### config.mk
export PLATFORM = sky130hd
export DESIGN_NAME = delay_line_reader
export DESIGN_NICKNAME = d
export VERILOG_FILES = /design/src/rtl/delay_line_pkg.sv /design/src/rtl/delay_interp.sv /design/src/rtl/delay_line_reader.sv
export SDC_FILE = /design/constraint.sdc
export NUM_CORES = 1
export LEC_CHECK = 0
export CORE_MARGIN = 3
export CORE_UTILIZATION = 49
export DETAILED_ROUTE_END_ITERATION = 6
export DONT_BUFFER_PORTS = 1
export GPL_ROUTABILITY_DRIVEN = 0
export PLACE_DENSITY = 0.73
export SLEW_MARGIN = 0
export SYNTH_ARGS = -nofsm -noshare
export SYNTH_HDL_FRONTEND = slang
export SYNTH_SLANG_ARGS = --single-unit
### constraint.sdc
create_clock -name clk -period 9.5 [get_ports clk]
set_clock_uncertainty 0.1 [all_clocks]
set_input_delay 0.95 -clock clk [delete_from_list [all_inputs] [get_ports clk]]
set_output_delay 0.95 -clock clk [all_outputs]
set_load 0.01 [all_outputs]
### src/rtl/delay_line_pkg.sv
// Shared definitions for the delay-line reader and writer: default widths
// and the reader FSM state encoding.
package delay_line_pkg;

  localparam int DEF_ADDR_BITS   = 8;
  localparam int DEF_SAMPLE_BITS = 12;
  localparam int DEF_FRAC_BITS   = 4;

  typedef enum logic [2:0] {
    IDLE  = 3'd0,
    RD_A  = 3'd1,
    RD_B  = 3'd2,
    CAP_B = 3'd3,
    CALC  = 3'd4
  } state_e;

endpackage

### src/rtl/delay_interp.sv
// Linear interpolation between two offset-binary samples:
//   y = a + floor(((b - a) * frac) / 2**FRAC_BITS)
// Purely combinational; the caller registers the result.
module delay_interp
  import delay_line_pkg::*;
#(
  parameter int SAMPLE_BITS = DEF_SAMPLE_BITS,
  parameter int FRAC_BITS   = DEF_FRAC_BITS
) (
  input  logic [SAMPLE_BITS-1:0] a,
  input  logic [SAMPLE_BITS-1:0] b,
  input  logic [FRAC_BITS-1:0]   frac,
  output logic [SAMPLE_BITS-1:0] y
);

  localparam int DW = SAMPLE_BITS + 1;
  localparam int PW = SAMPLE_BITS + FRAC_BITS + 2;

  logic signed [DW-1:0] diff;
  logic signed [PW-1:0] diff_ext;
  logic signed [PW-1:0] frac_ext;
  logic signed [PW-1:0] prod;

  // Signed difference, scaled by the fraction, floored by an arithmetic
  // shift. The result always lies between a and b, so truncating back to
  // SAMPLE_BITS loses nothing.
  always_comb begin
    diff     = $signed({1'b0, b}) - $signed({1'b0, a});
    diff_ext = {{(PW-DW){diff[DW-1]}}, diff};
    frac_ext = $signed({{(PW-FRAC_BITS){1'b0}}, frac});
    prod     = diff_ext * frac_ext;
    y        = SAMPLE_BITS'({{(PW-SAMPLE_BITS){1'b0}}, a} + $unsigned(prod >>> FRAC_BITS));
  end

endmodule

### src/rtl/delay_line_reader.sv
// Fractional-delay tap reader. On a request it reads the two buffer entries
// straddling the requested delay (newer sample a, one-older sample b) from a
// registered-read RAM and outputs their linear interpolation.
//
// Handshake: sample_strobe is a one-cycle request, accepted only when busy is
// low (strobes while busy, including the CALC cycle, are dropped, never
// queued). wr_ptr/delay are latched on acceptance. ram_re/ram_raddr are
// registered; ram_rdata is valid the cycle after the edge that samples them.
// dout_valid pulses for one cycle exactly 4 cycles after the accepting edge,
// and dout holds until the next result.
module delay_line_reader
  import delay_line_pkg::*;
#(
  parameter int ADDR_BITS   = DEF_ADDR_BITS,
  parameter int SAMPLE_BITS = DEF_SAMPLE_BITS,
  parameter int FRAC_BITS   = DEF_FRAC_BITS
) (
  input  logic                           clk,
  input  logic                           rst,
  input  logic                           sample_strobe,
  input  logic [ADDR_BITS-1:0]           wr_ptr,
  input  logic [ADDR_BITS+FRAC_BITS-1:0] delay,
  output logic                           ram_re,
  output logic [ADDR_BITS-1:0]           ram_raddr,
  input  logic [SAMPLE_BITS-1:0]         ram_rdata,
  output logic [SAMPLE_BITS-1:0]         dout,
  output logic                           dout_valid,
  output logic                           busy,
  output state_e                         dbg_state
);

  localparam int DLW = ADDR_BITS + FRAC_BITS;

  state_e                 state_q, state_d;
  logic [ADDR_BITS-1:0]   ptr_q, ptr_d;
  logic [DLW-1:0]         delay_q, delay_d;
  logic [SAMPLE_BITS-1:0] a_q, a_d;
  logic [SAMPLE_BITS-1:0] b_q, b_d;
  logic                   ram_re_q, ram_re_d;
  logic [ADDR_BITS-1:0]   ram_raddr_q, ram_raddr_d;
  logic [SAMPLE_BITS-1:0] dout_q, dout_d;
  logic                   dout_valid_q, dout_valid_d;

  logic [ADDR_BITS-1:0]   in_addr_a;
  logic [ADDR_BITS-1:0]   lat_int;
  logic [ADDR_BITS-1:0]   lat_addr_b;
  logic [FRAC_BITS-1:0]   lat_frac;
  logic [SAMPLE_BITS-1:0] interp_y;

  // Address arithmetic: addr_a from the live inputs (used on acceptance),
  // addr_b and the effective fraction from the latched copies. At the
  // maximum integer delay addr_b would alias the newest sample, so the
  // fraction is forced to zero there.
  always_comb begin
    in_addr_a  = wr_ptr - delay[DLW-1:FRAC_BITS];
    lat_int    = delay_q[DLW-1:FRAC_BITS];
    lat_addr_b = ptr_q - lat_int - {{(ADDR_BITS-1){1'b0}}, 1'b1};
    lat_frac   = (lat_int == {ADDR_BITS{1'b1}}) ? {FRAC_BITS{1'b0}} : delay_q[FRAC_BITS-1:0];
  end

  delay_interp #(
    .SAMPLE_BITS (SAMPLE_BITS),
    .FRAC_BITS   (FRAC_BITS)
  ) u_interp (
    .a    (a_q),
    .b    (b_q),
    .frac (lat_frac),
    .y    (interp_y)
  );

  // State register and datapath registers, cleared by synchronous reset.
  always_ff @(posedge clk) begin
    if (rst) begin
      state_q      <= IDLE;
      ptr_q        <= '0;
      delay_q      <= '0;
      a_q          <= '0;
      b_q          <= '0;
      ram_re_q     <= 1'b0;
      ram_raddr_q  <= '0;
      dout_q       <= '0;
      dout_valid_q <= 1'b0;
    end else begin
      state_q      <= state_d;
      ptr_q        <= ptr_d;
      delay_q      <= delay_d;
      a_q          <= a_d;
      b_q          <= b_d;
      ram_re_q     <= ram_re_d;
      ram_raddr_q  <= ram_raddr_d;
      dout_q       <= dout_d;
      dout_valid_q <= dout_valid_d;
    end
  end

  // Next-state logic: fixed five-cycle sequence once a request is accepted.
  always_comb begin
    state_d = IDLE;
    case (state_q)
      IDLE:    state_d = sample_strobe ? RD_A : IDLE;
      RD_A:    state_d = RD_B;
      RD_B:    state_d = CAP_B;
      CAP_B:   state_d = CALC;
      CALC:    state_d = IDLE;
      default: state_d = IDLE;
    endcase
  end

  // Per-state datapath updates: issue the two reads, capture their data,
  // then register the interpolated result with a one-cycle valid pulse.
  always_comb begin
    ptr_d        = ptr_q;
    delay_d      = delay_q;
    a_d          = a_q;
    b_d          = b_q;
    ram_re_d     = 1'b0;
    ram_raddr_d  = ram_raddr_q;
    dout_d       = dout_q;
    dout_valid_d = 1'b0;
    case (state_q)
      IDLE: begin
        if (sample_strobe) begin
          ptr_d       = wr_ptr;
          delay_d     = delay;
          ram_re_d    = 1'b1;
          ram_raddr_d = in_addr_a;
        end
      end
      RD_A: begin
        ram_re_d    = 1'b1;
        ram_raddr_d = lat_addr_b;
      end
      RD_B:  a_d = ram_rdata;
      CAP_B: b_d = ram_rdata;
      CALC: begin
        dout_d       = interp_y;
        dout_valid_d = 1'b1;
      end
      default: ;
    endcase
  end

  assign ram_re     = ram_re_q;
  assign ram_raddr  = ram_raddr_q;
  assign dout       = dout_q;
  assign dout_valid = dout_valid_q;
  assign busy       = (state_q != IDLE);
  assign dbg_state  = state_q;

endmodule

==> out/metrics.csv <==
metric,value,unit
dpl cells,845,
"flops & latches, synth",69,
Seq pwr share,0.320,
Power Density,173,nW/µm²
post_cts resized,0,
static leakage,2.72,nW
routed length per instance,15.8,µm
WP data required,9.66,ns
CP peak stage delay,0.61,ns
Fillers,1039,
Final Hold Viols,0,
post-CTS setup buffer count,0,
Mapped Avg Cell Area,7.72,µm²
number of global-route vias before repair,4843,
WL met2,6470,µm
final WL,13600,µm
Setup TNS Final,0,ns
DR pass1 iterations,4,
Yosys cell types,55,
drt via density,5.56,
final period utilization,0.740,
Critical Path Fanout Max,7,
Tot Pwr,1.04,mW
most frequent cells in the layout,"132 x nand2_1, 81 x inv_1, 79 x a21oi_1, 72 x nor2_1, 69 x dfxtp_1",
layout cells sized above 1,0.0430,
cell taking the most area after synthesis,dfxtp_1,
io pins,61,
worst path arrival time,7.19,ns
Worst-Skew Late Latency,0.33,ns
critical path's slowest cell,a311oi_1,
Core Box Area,11000,µm²
Synth top area share,0.245,
clk sinks,69,
Switching Fraction,0.360,
maximum vdd ir drop,0.118,mV
Post-CTS Hold Buffers,0,
Syn Nets,857,
row count,38,
die height,113,µm
largest cells by area after synthesis,"dfxtp_1 25%, ha_1 14%, fa_1 9.6%",
Final min period,7.03,ns
initial antenna violation count,0,
Slew @ Worst Pin,1.09,ns
Logic pwr share,0.365,
Final setup violation count,0,
highest routing layer actually used,met4,
leading register cell type out of synthesis,dfxtp_1,
post-synthesis sequential area ratio,0.245,
clk slew on worst S/H paths,0.06,ns
port buffer count,0,
internal power,0.663,mW
largest net degree at the start of global routing,72,
RSZ-0062 raised after global routing,false,
synth warn,0,
CTS max path bufs,2,
die area,12800,µm²
Pins Over Slew Limit,0,
cell chosen for the clock root,clkbuf_16,
"commonest non-fill, non-tap cell in the layout",nand2_1,
max_cap viols,0,
Post-DP Area,5710,µm²
crit end category,flop,
status,"complete, no violations",
grt ovf,0,
clock network power share,0.315,
via count,4789,
Starting Density,0.511,
DR iter-0 viols,259,
ant diodes,0,
synthesized area,5630,µm²
Finished Layout Cells,861,
WL met1,6070,µm
Psw,0.373,mW
Hold Crit Class,flop to flop,
crit path launch type,flop,
f_max,142,MHz
Gate Count Post-Synth,730,
DIE WIDTH,113,µm
Max-slew headroom,0.271,
CTS tree,yes,
Routed Antenna Nets,0,
H-tree depth,3,
met3 wire length,628,µm
residual DRC count,0,
final instance area,6000,µm²
CTS Buf Count,9,
global-route wire length before repair,22800,µm
All-Layer GR Usage,0.219,
crit path kind,flop to flop,
Final nets,843,
number of synthesized flops with an enable pin,0,
fraction of registers with async set/reset,0,
area delta synth->final,6.53,%
HPWL Detailed,10600,µm
## registers in the layout (all words and copies together), names as in the netlist
signal      cells
ram_raddr       8
delay_q        12
ram_re          1
dbg_state       3
ptr_q           8
a_q            12
dout_valid      1
dout           12
b_q            12
## cell usage after synthesis, drive strengths merged, types with 2 or more instances
library cell	instances
a21o	9
nand3b	2
fa	27
or2	11
nor3b	4
clkbuf	25
nand4	4
a211oi	6
nor4b	2
nand2b	6
o21a	4
a21oi	81
mux2i	3
nor2	72
dfxtp	69
inv	81
and3	2
nor2b	8
nor3	13
a211o	2
xnor2	25
ha	65
o21bai	4
a311oi	4
nand3	8
a31oi	2
and2	5
xor2	16
or3	3
nand2	132
o21ai	20
o211ai	2
## layout make-up
class                      count  area, µm²  share of cell area
tap                          140        175              0.0292
clock inverter                 6       63.8              0.0106
sequential                    69       1380               0.230
clock buffer                  10        229              0.0382
inverter                      81        304              0.0507
multi-input combinational    554       3840               0.640
timing repair buffer           1       7.51             0.00125
## path summary, 6_finish.rpt
path                            slack (ns)  depth (start not counted)  startpoint  endpoint
worst max-delay path                  2.47                         29      a_q[1]  dout[11]
worst min-delay path                  0.35                          2      b_q[0]    b_q[0]
worst min register to register        0.35                          2      b_q[0]    b_q[0]
worst max register to register        2.47                         29      a_q[1]  dout[11]
## through the flow
stage | setup slack, ns | util | hold slack (ns)
after floorplan | 3.23 | - | 0.336
after global placement | 2.85 | 0.517 | 0.339
after detailed placement | 2.57 | 0.517 | 0.340
after CTS | 2.53 | 0.544 | 0.348
after global routing | 1.99 | 0.544 | 0.366
final | 2.47 | 0.544 | 0.351
## power groups by stage
stage          Clock [mW]  Combinational, mW  Sequential (mW)
2_1_floorplan           0              0.297            0.332
3_3_place_gp            0              0.354            0.337
3_5_place_dp            0              0.369            0.338
4_1_cts             0.333              0.375            0.332
5_1_grt             0.342              0.426            0.334
6_report            0.327              0.378            0.331
## logic make-up (layout without fill, tap and decap cells)
kind of cell	count (synthesis)	count (layout)	share of synthesized area
xor+xnor	42	42	0.0677
compound gates	141	141	0.152
flops	69	69	0.245
simple gates	276	276	0.216
fa+ha+maj	92	92	0.240
mux	3	3	0.00533
buf+inv	107	98	0.0731
## metal layers
| metal | track usage | up-vias |
|---|---|---|
| li1 | - | 2365 |
| met1 | 0.270 | 2270 |
| met2 | 0.372 | 122 |
| met3 | 0.0428 | 32 |
| met4 | 0.0946 | 0 |
| met5 | 0 | - |
## critical path: cells and delay by family (launching register included)
| kind | cells | cell delay, ns |
|---|---|---|
| AOI/OAI and AO/OA | 11 | 2.31 |
| xor gates and xnor gates | 4 | 1.02 |
| adders and majority gates | 6 | 2.31 |
| buffers and inverters | 4 | 0.29 |
| DFF | 1 | 0.45 |
| and+or+nand+nor | 4 | 0.45 |
No activity file was read; power rests on OpenSTA's default activity.
